===== config.mk =====
export PLATFORM = sky130hd
export DESIGN_NAME = bp_lfsr
export DESIGN_NICKNAME = d
export VERILOG_FILES = /design/src/rtl/avst_pkg.sv /design/src/rtl/bp_lfsr.sv
export SDC_FILE = /design/constraint.sdc
export NUM_CORES = 1
export LEC_CHECK = 0
export CORE_AREA = 2 2 39 41
export CTS_CLUSTER_DIAMETER = 120
export DETAILED_ROUTE_END_ITERATION = 8
export DIE_AREA = 0 0 41 43
export GPL_TIMING_DRIVEN = 0
export PLACE_DENSITY = 0.52
export SYNTH_ARGS = -nofsm -noshare
export SYNTH_HDL_FRONTEND = slang
export SYNTH_SLANG_ARGS = --single-unit

===== constraint.sdc =====
create_clock -name clk_i -period 1.2 [get_ports clk_i]
set_input_delay 0.12 -clock clk_i [delete_from_list [all_inputs] [get_ports clk_i]]
set_output_delay 0.12 -clock clk_i [all_outputs]
set_load 0.05 [all_outputs]

===== src/rtl/avst_pkg.sv =====
// Shared types and constants for the sorted-packet checker and its backpressure source.
package avst_pkg;

  typedef enum logic {
    IDLE_S = 1'b0,
    RECV_S = 1'b1
  } state_e;

  // x^16 + x^14 + x^13 + x^11 + 1, as a mask over lfsr bits [15:0]
  localparam logic [15:0] LFSR_TAPS = 16'hB400;

  localparam int unsigned STAT_LEN_W = 16;

  typedef struct packed {
    logic [STAT_LEN_W-1:0] len;
    logic                  order_err;
    logic                  len_err;
    logic                  frame_err;
  } pkt_stat_t;

endpackage


===== src/rtl/bp_lfsr.sv =====
// Free-running 16-bit Fibonacci LFSR; its two low bits form a ~75% ready pattern.
module bp_lfsr
  import avst_pkg::*;
#(
  parameter logic [15:0] SEED = 16'hACE1
) (
  input  logic clk_i,
  input  logic rst_ni,
  output logic bp_ready_o
);

  logic [15:0] lfsr_q;

  always_ff @(posedge clk_i or negedge rst_ni) begin
    if (!rst_ni) lfsr_q <= SEED;
    else         lfsr_q <= {lfsr_q[14:0], ^(lfsr_q & LFSR_TAPS)};
  end

  assign bp_ready_o = lfsr_q[1] | lfsr_q[0];

endmodule


==> results of run 1 <==
-- power by group through the flow --
stage                     sequential [mW]  combinational, mW  clock [mW]
after floorplan                     0.550       0.0000000189           0
after global placement              0.550             0.0120           0
after detailed placement            0.550             0.0129           0
after CTS                           0.540             0.0128       0.352
after global routing                0.540             0.0144       0.374
final                               0.540             0.0120       0.333
-- worst register-to-register path, cell delays in order, from the launching register on --
cell and delay [ns]:
dfstp_2 0.54, xor2_1 0.17, xnor2_1 0.14
-- metrics by stage --
step | setup TNS (ns) | util, % | instance area (um2) | hold WS, ns
6_report | 0 | 39.2 | 542 | 0.237
5_1_grt | -0.0316 | 39.2 | 542 | 0.289
4_1_cts | 0 | 38.6 | 534 | 0.247
3_5_place_dp | -0.310 | 34.9 | 483 | 0.338
3_3_place_gp | -0.315 | 34.9 | 483 | 0.337
2_1_floorplan | 0 | - | 443 | -0.176
-- area by class of cell --
type,count,area (um2)
clock buffers,4,36.3
flip-flops and latches,16,410
well taps,16,20.0
fillers,126,842
repair buffers,4,40.0
multi-input cells,4,35.0
-- how the worst max path moves through the flow --
stage	startpoint	to	slack, ns
finish	lfsr_q[1]	bp_ready_o	0.01
global route	lfsr_q[1]	bp_ready_o	-0.03
floorplan	lfsr_q[0]	bp_ready_o	0.32
CTS	lfsr_q[0]	bp_ready_o	0.0007
global placement	lfsr_q[0]	bp_ready_o	-0.32
detailed placement	lfsr_q[0]	bp_ready_o	-0.31
-- cells by family after synthesis --
family | after synthesis | share of synthesized area (%)
flip-flops | 16 | 92.7
XOR/XNOR | 3 | 5.93
AND/OR/NAND/NOR | 1 | 1.41
-- what timing repair did --
item	4_1_cts	5_1_grt
pin swaps	1	0
endpoints found under the setup margin	1	1
buffers inserted	1	1
resized for setup	9	0
-- synth_stat cells --
cell type and number:
dfstp_2 8, xnor2_1 2, dfrtp_1 8, or2_2 1
xor2_1 1
-- per-layer routing --
metal,vias to the layer above,GRT usage (%),share of wire (%)
met4,0,6.00,0
met3,0,4.71,3.5
met2,3,10.0,47
li1,78,-,-
met5,-,0,0
met1,101,13.3,49
==> out/results.ini, run 1 <==
[clocking]
clock_latency_ns=0.28
cts_made_buffers=3
cts_hold_repair.buffers=0
cts_sinks=16
htreeDepth=1
cts_tree=done
clk_pin_slew_worst_paths_ns=0.09
root_buffer=clkbuf_4
cts_buffer_depth=2

[run_status]
status=finished clean

[floorplan]
die_y_um=43
initial_core_util_pct=32.0
dieWidth_um=41
dieArea_um2=1760
io_pins=3
rows=14
placeableCoreArea_um2=1380

[placement]
io_buffers=2
gp_congestion=0.584
dp_slack_ns=-0.310
post-dp-hpwl_um=320
place_inst=38

[global_route]
grt_pass1_wl_um=959
grt_overflow=0
antenna_found_initial=0
grt_max_degree=17
grtUsageTotal_pct=9.03
grt_pass1_vias=198

[setup_path]
r2r_end=lfsr_q[0]
r2r-start=lfsr_q[15]
cp-start-kind=flop
crit_arrival_ns=1.07
setup.worst_path.end_class=primary output
crit_type=reg -> out
r2r_slack_ns=0.28
cp.required_ns=1.08
cp.depth=2
crit_buf_inv=1
reg2regPathDepth=2
slowest_delay_ns=0.39
cp_slowest_cell=dfrtp_1
cp_cell_sequence=or2_4, buf_8
cp_top_family=flip-flops
critPathMaxFanout=2

[power]
clkPwrFrac_pct=37.6
irDropWorstVdd_mv=0.844
p_sw_mw=0.158
p_comb_share_pct=1.4
internal_power_mw=0.727
leakagePower_nw=0.255
power.density_nw_per_um2=1630
p_seq_share_pct=61.0
p_sw_share_pct=17.8
total_power_mw=0.885

[synthesis]
yosysWarningCount=0
synth_nets=22
synth_cell_type_count=5
syn_area_um2=443
post-synth-top-area-cell=dfstp_2
avgSynthCellArea_um2=22.1
yosys-top-cells-area=dfstp_2, dfrtp_1, xnor2_1
synthCells=20
synth_top_area_share_pct=47.5
ys_ff_latch=16
yosysSeqAreaShare_pct=92.7

[timing]
worstMarginPinSlew_ns=0.651
hold_viol_final=0
setup_slack_ns=0.0125
finalSetupViolCount=0
rsz0062_at_grt=yes
period_needed_ns=1.19
period_share_pct=99.0
drv_slew=0
max_freq_mhz=842
skew_ns=0.00707
slew_headroom_pct=56.4

[final_layout]
largestRegisters=lfsr_q: 16 flops
largest_reg_flops=16
drive_gt1_share_pct=57.1
nNetsFinal=31
stdcell_count=44
final_cell_mix=dfstp_2, dfrtp_1, clkbuf_4, xnor2_1, buf_4
diodes=0
largest-register=lfsr_q
area_growth_pct=22.3

[routing]
wl_per_cell_um=11.7
ant_nets=0
drt_iter0_markers=0
vias=182
via_per_inst=4.14
wl_um=516
drt_first_pass_iters=1
drc=0

[min_path]
hold_class=in -> async

[flow_run]
drv_cap=0

No activity file was read; power rests on OpenSTA's default activity.
==> run 2: changes to the inputs <==
--- a/config.mk
+++ b/config.mk
@@ -10,7 +10,6 @@
 export DETAILED_ROUTE_END_ITERATION = 8
 export DIE_AREA = 0 0 41 43
 export GPL_TIMING_DRIVEN = 0
-export PLACE_DENSITY = 0.52
 export SYNTH_ARGS = -nofsm -noshare
 export SYNTH_HDL_FRONTEND = slang
 export SYNTH_SLANG_ARGS = --single-unit
==> run 2 against run 1 <==
Setup slack worse by 0.0015 ns. Sequential cell count unchanged. Die area unchanged. Non-clock buffer count down 1. Clock skew down 0.0025 ns. Sequential power about the same. Critical path depth unchanged. Register-to-register slack worse by 0.02 ns. Clock power up 2%. Design area down 1.4%. Sequential share of layout area up 1.1 points. Critical endpoint unchanged. Largest cell class unchanged.
==> out/results.ini, run 2 (synthesis gave the netlist of run 1 again) <==
[setup_path]
critPathMaxFanout=2  ; unchanged
r2r_slack_ns=0.26  ; -0.02 ns
crit_arrival_ns=1.07  ; about the same
cp.required_ns=1.08  ; about the same
r2r_end=lfsr_q[0]
r2r-start=lfsr_q[15]
setup.worst_path.end_class=primary output
reg2regPathDepth=2  ; unchanged
crit_type=reg -> out
cp-start-kind=flop

[power]
irDropWorstVdd_mv=0.549  ; -35%
leakagePower_nw=0.250  ; -2.1%
clkPwrFrac_pct=38.0  ; +0.4 points
total_power_mw=0.891  ; +0.64%
p_comb_share_pct=1.3  ; about the same
p_sw_share_pct=18.3  ; +0.50 points
internal_power_mw=0.728  ; about the same
p_sw_mw=0.163  ; +3.5%
power.density_nw_per_um2=1670  ; +2.1%
p_seq_share_pct=60.6  ; -0.4 points

[clocking]
cts_buffer_depth=2  ; unchanged
htreeDepth=1  ; unchanged
clk_pin_slew_worst_paths_ns=0.09  ; about the same
root_buffer=clkbuf_4
cts_made_buffers=3  ; unchanged
cts_tree=done
cts_sinks=16  ; unchanged
clock_latency_ns=0.28  ; about the same
cts_hold_repair.buffers=0  ; unchanged

[final_layout]
area_growth_pct=20.6
final_cell_mix=dfstp_2, dfrtp_1, clkbuf_4, xnor2_1
largestRegisters=lfsr_q: 16 flops
utilization_pct=38.6  ; -0.54 points
nNetsFinal=30  ; -3.2%
largest-register=lfsr_q
largest_reg_flops=16  ; unchanged
stdcell_count=43  ; -2.3%
drive_gt1_share_pct=55.6  ; -1.6 points
diodes=0  ; unchanged

[global_route]
grt_pass1_wl_um=952  ; -0.73%
grtUsageTotal_pct=9.32  ; +0.28 points
antenna_found_initial=0  ; unchanged
grt_max_degree=17  ; unchanged
grt_overflow=0  ; unchanged
grt_pass1_vias=201  ; +1.5%

[routing]
drt_iter0_markers=0  ; unchanged
wl_um=571  ; +11%
wl_per_cell_um=13.3  ; +13%
drc=0  ; unchanged
via_per_inst=3.72  ; -10%
vias=160  ; -12%
drt_first_pass_iters=1  ; unchanged
ant_nets=0  ; unchanged

[timing]
hold_viol_final=0  ; unchanged
skew_ns=0.00459  ; -0.00248 ns
rsz0062_at_grt=yes
max_freq_mhz=841  ; -0.13%
finalSetupTns_ns=0  ; unchanged
drv_slew=0  ; unchanged
worstMarginPinSlew_ns=0.641  ; -0.0101 ns
slew_headroom_pct=57.1  ; +0.67 points
whs_ns=0.230  ; -0.00693 ns
finalSetupViolCount=0  ; unchanged
period_share_pct=99.1  ; +0.13 points
period_needed_ns=1.19  ; +0.00155 ns

[flow_run]
drv_cap=0  ; unchanged

[floorplan]
dieWidth_um=41  ; unchanged
dieArea_um2=1760  ; unchanged
io_pins=3  ; unchanged
die_y_um=43  ; unchanged
initial_core_util_pct=32.0  ; unchanged
placeableCoreArea_um2=1380  ; unchanged
rows=14  ; unchanged

[min_path]
hold_class=in -> async

[placement]
gp_congestion=0.622  ; +6.6%
place_inst=38  ; unchanged
io_buffers=2  ; unchanged

[run_status]
status=finished clean

run 2: worst max path at each step:
stage / from / end / slack, ns / cells past startpoint
floorplan: lfsr_q[0] / bp_ready_o / 0.32 / 1
global placement: lfsr_q[0] / bp_ready_o / -0.31 / 2
detailed placement: lfsr_q[0] / bp_ready_o / -0.31 / 2
CTS: lfsr_q[1] / bp_ready_o / -0.006 / 2
global route: lfsr_q[1] / bp_ready_o / -0.04 / 2
finish: lfsr_q[1] / bp_ready_o / 0.01 / 2
run 2: timing repair:
item,CTS,global route
gates resized for setup,9,0
endpoints found under the hold margin,0,0
pin swaps,1,0
gates cloned,0,0
setup buffers,1,0
setup endpoints to repair,1,1
run 2: layer usage:
layer | vias to the layer above | routed length, um | global-route usage [%]
met5 | - | 0 | 0
met4 | 0 | 0 | 8.00
li1 | 73 | - | -
met3 | 0 | 29 | 4.71
met2 | 3 | 272 | 11.9
met1 | 84 | 269 | 11.0
run 2: stage by stage:
step	cell area, um2	worst slack, ns
2_1_floorplan	443	0.325
3_3_place_gp	483	-0.315
3_5_place_dp	483	-0.310
4_1_cts	534	-0.00614
5_1_grt	534	-0.0366
6_report	534	0.0109
run 2: layout make-up:
cell class              count  area (um2)
fillers                   130         850
flip-flops and latches     16         410
clock buffers               4        36.3
multi-input cells           4        35.0
repair buffers              3        32.5
well taps                  16        20.0
run 2: power by group through the flow:
stage,Sequential [mW],Combinational (mW),Clock [mW]
2_1_floorplan,0.550,0.0000000189,0
3_3_place_gp,0.550,0.0117,0
3_5_place_dp,0.550,0.0126,0
4_1_cts,0.540,0.0127,0.354
5_1_grt,0.540,0.0140,0.376
6_report,0.540,0.0119,0.339
run 2: worst max-delay path: stages, from the launching register on:
cell and delay [ns]:
dfrtp_1 0.39, or2_4 0.26, buf_8 0.15
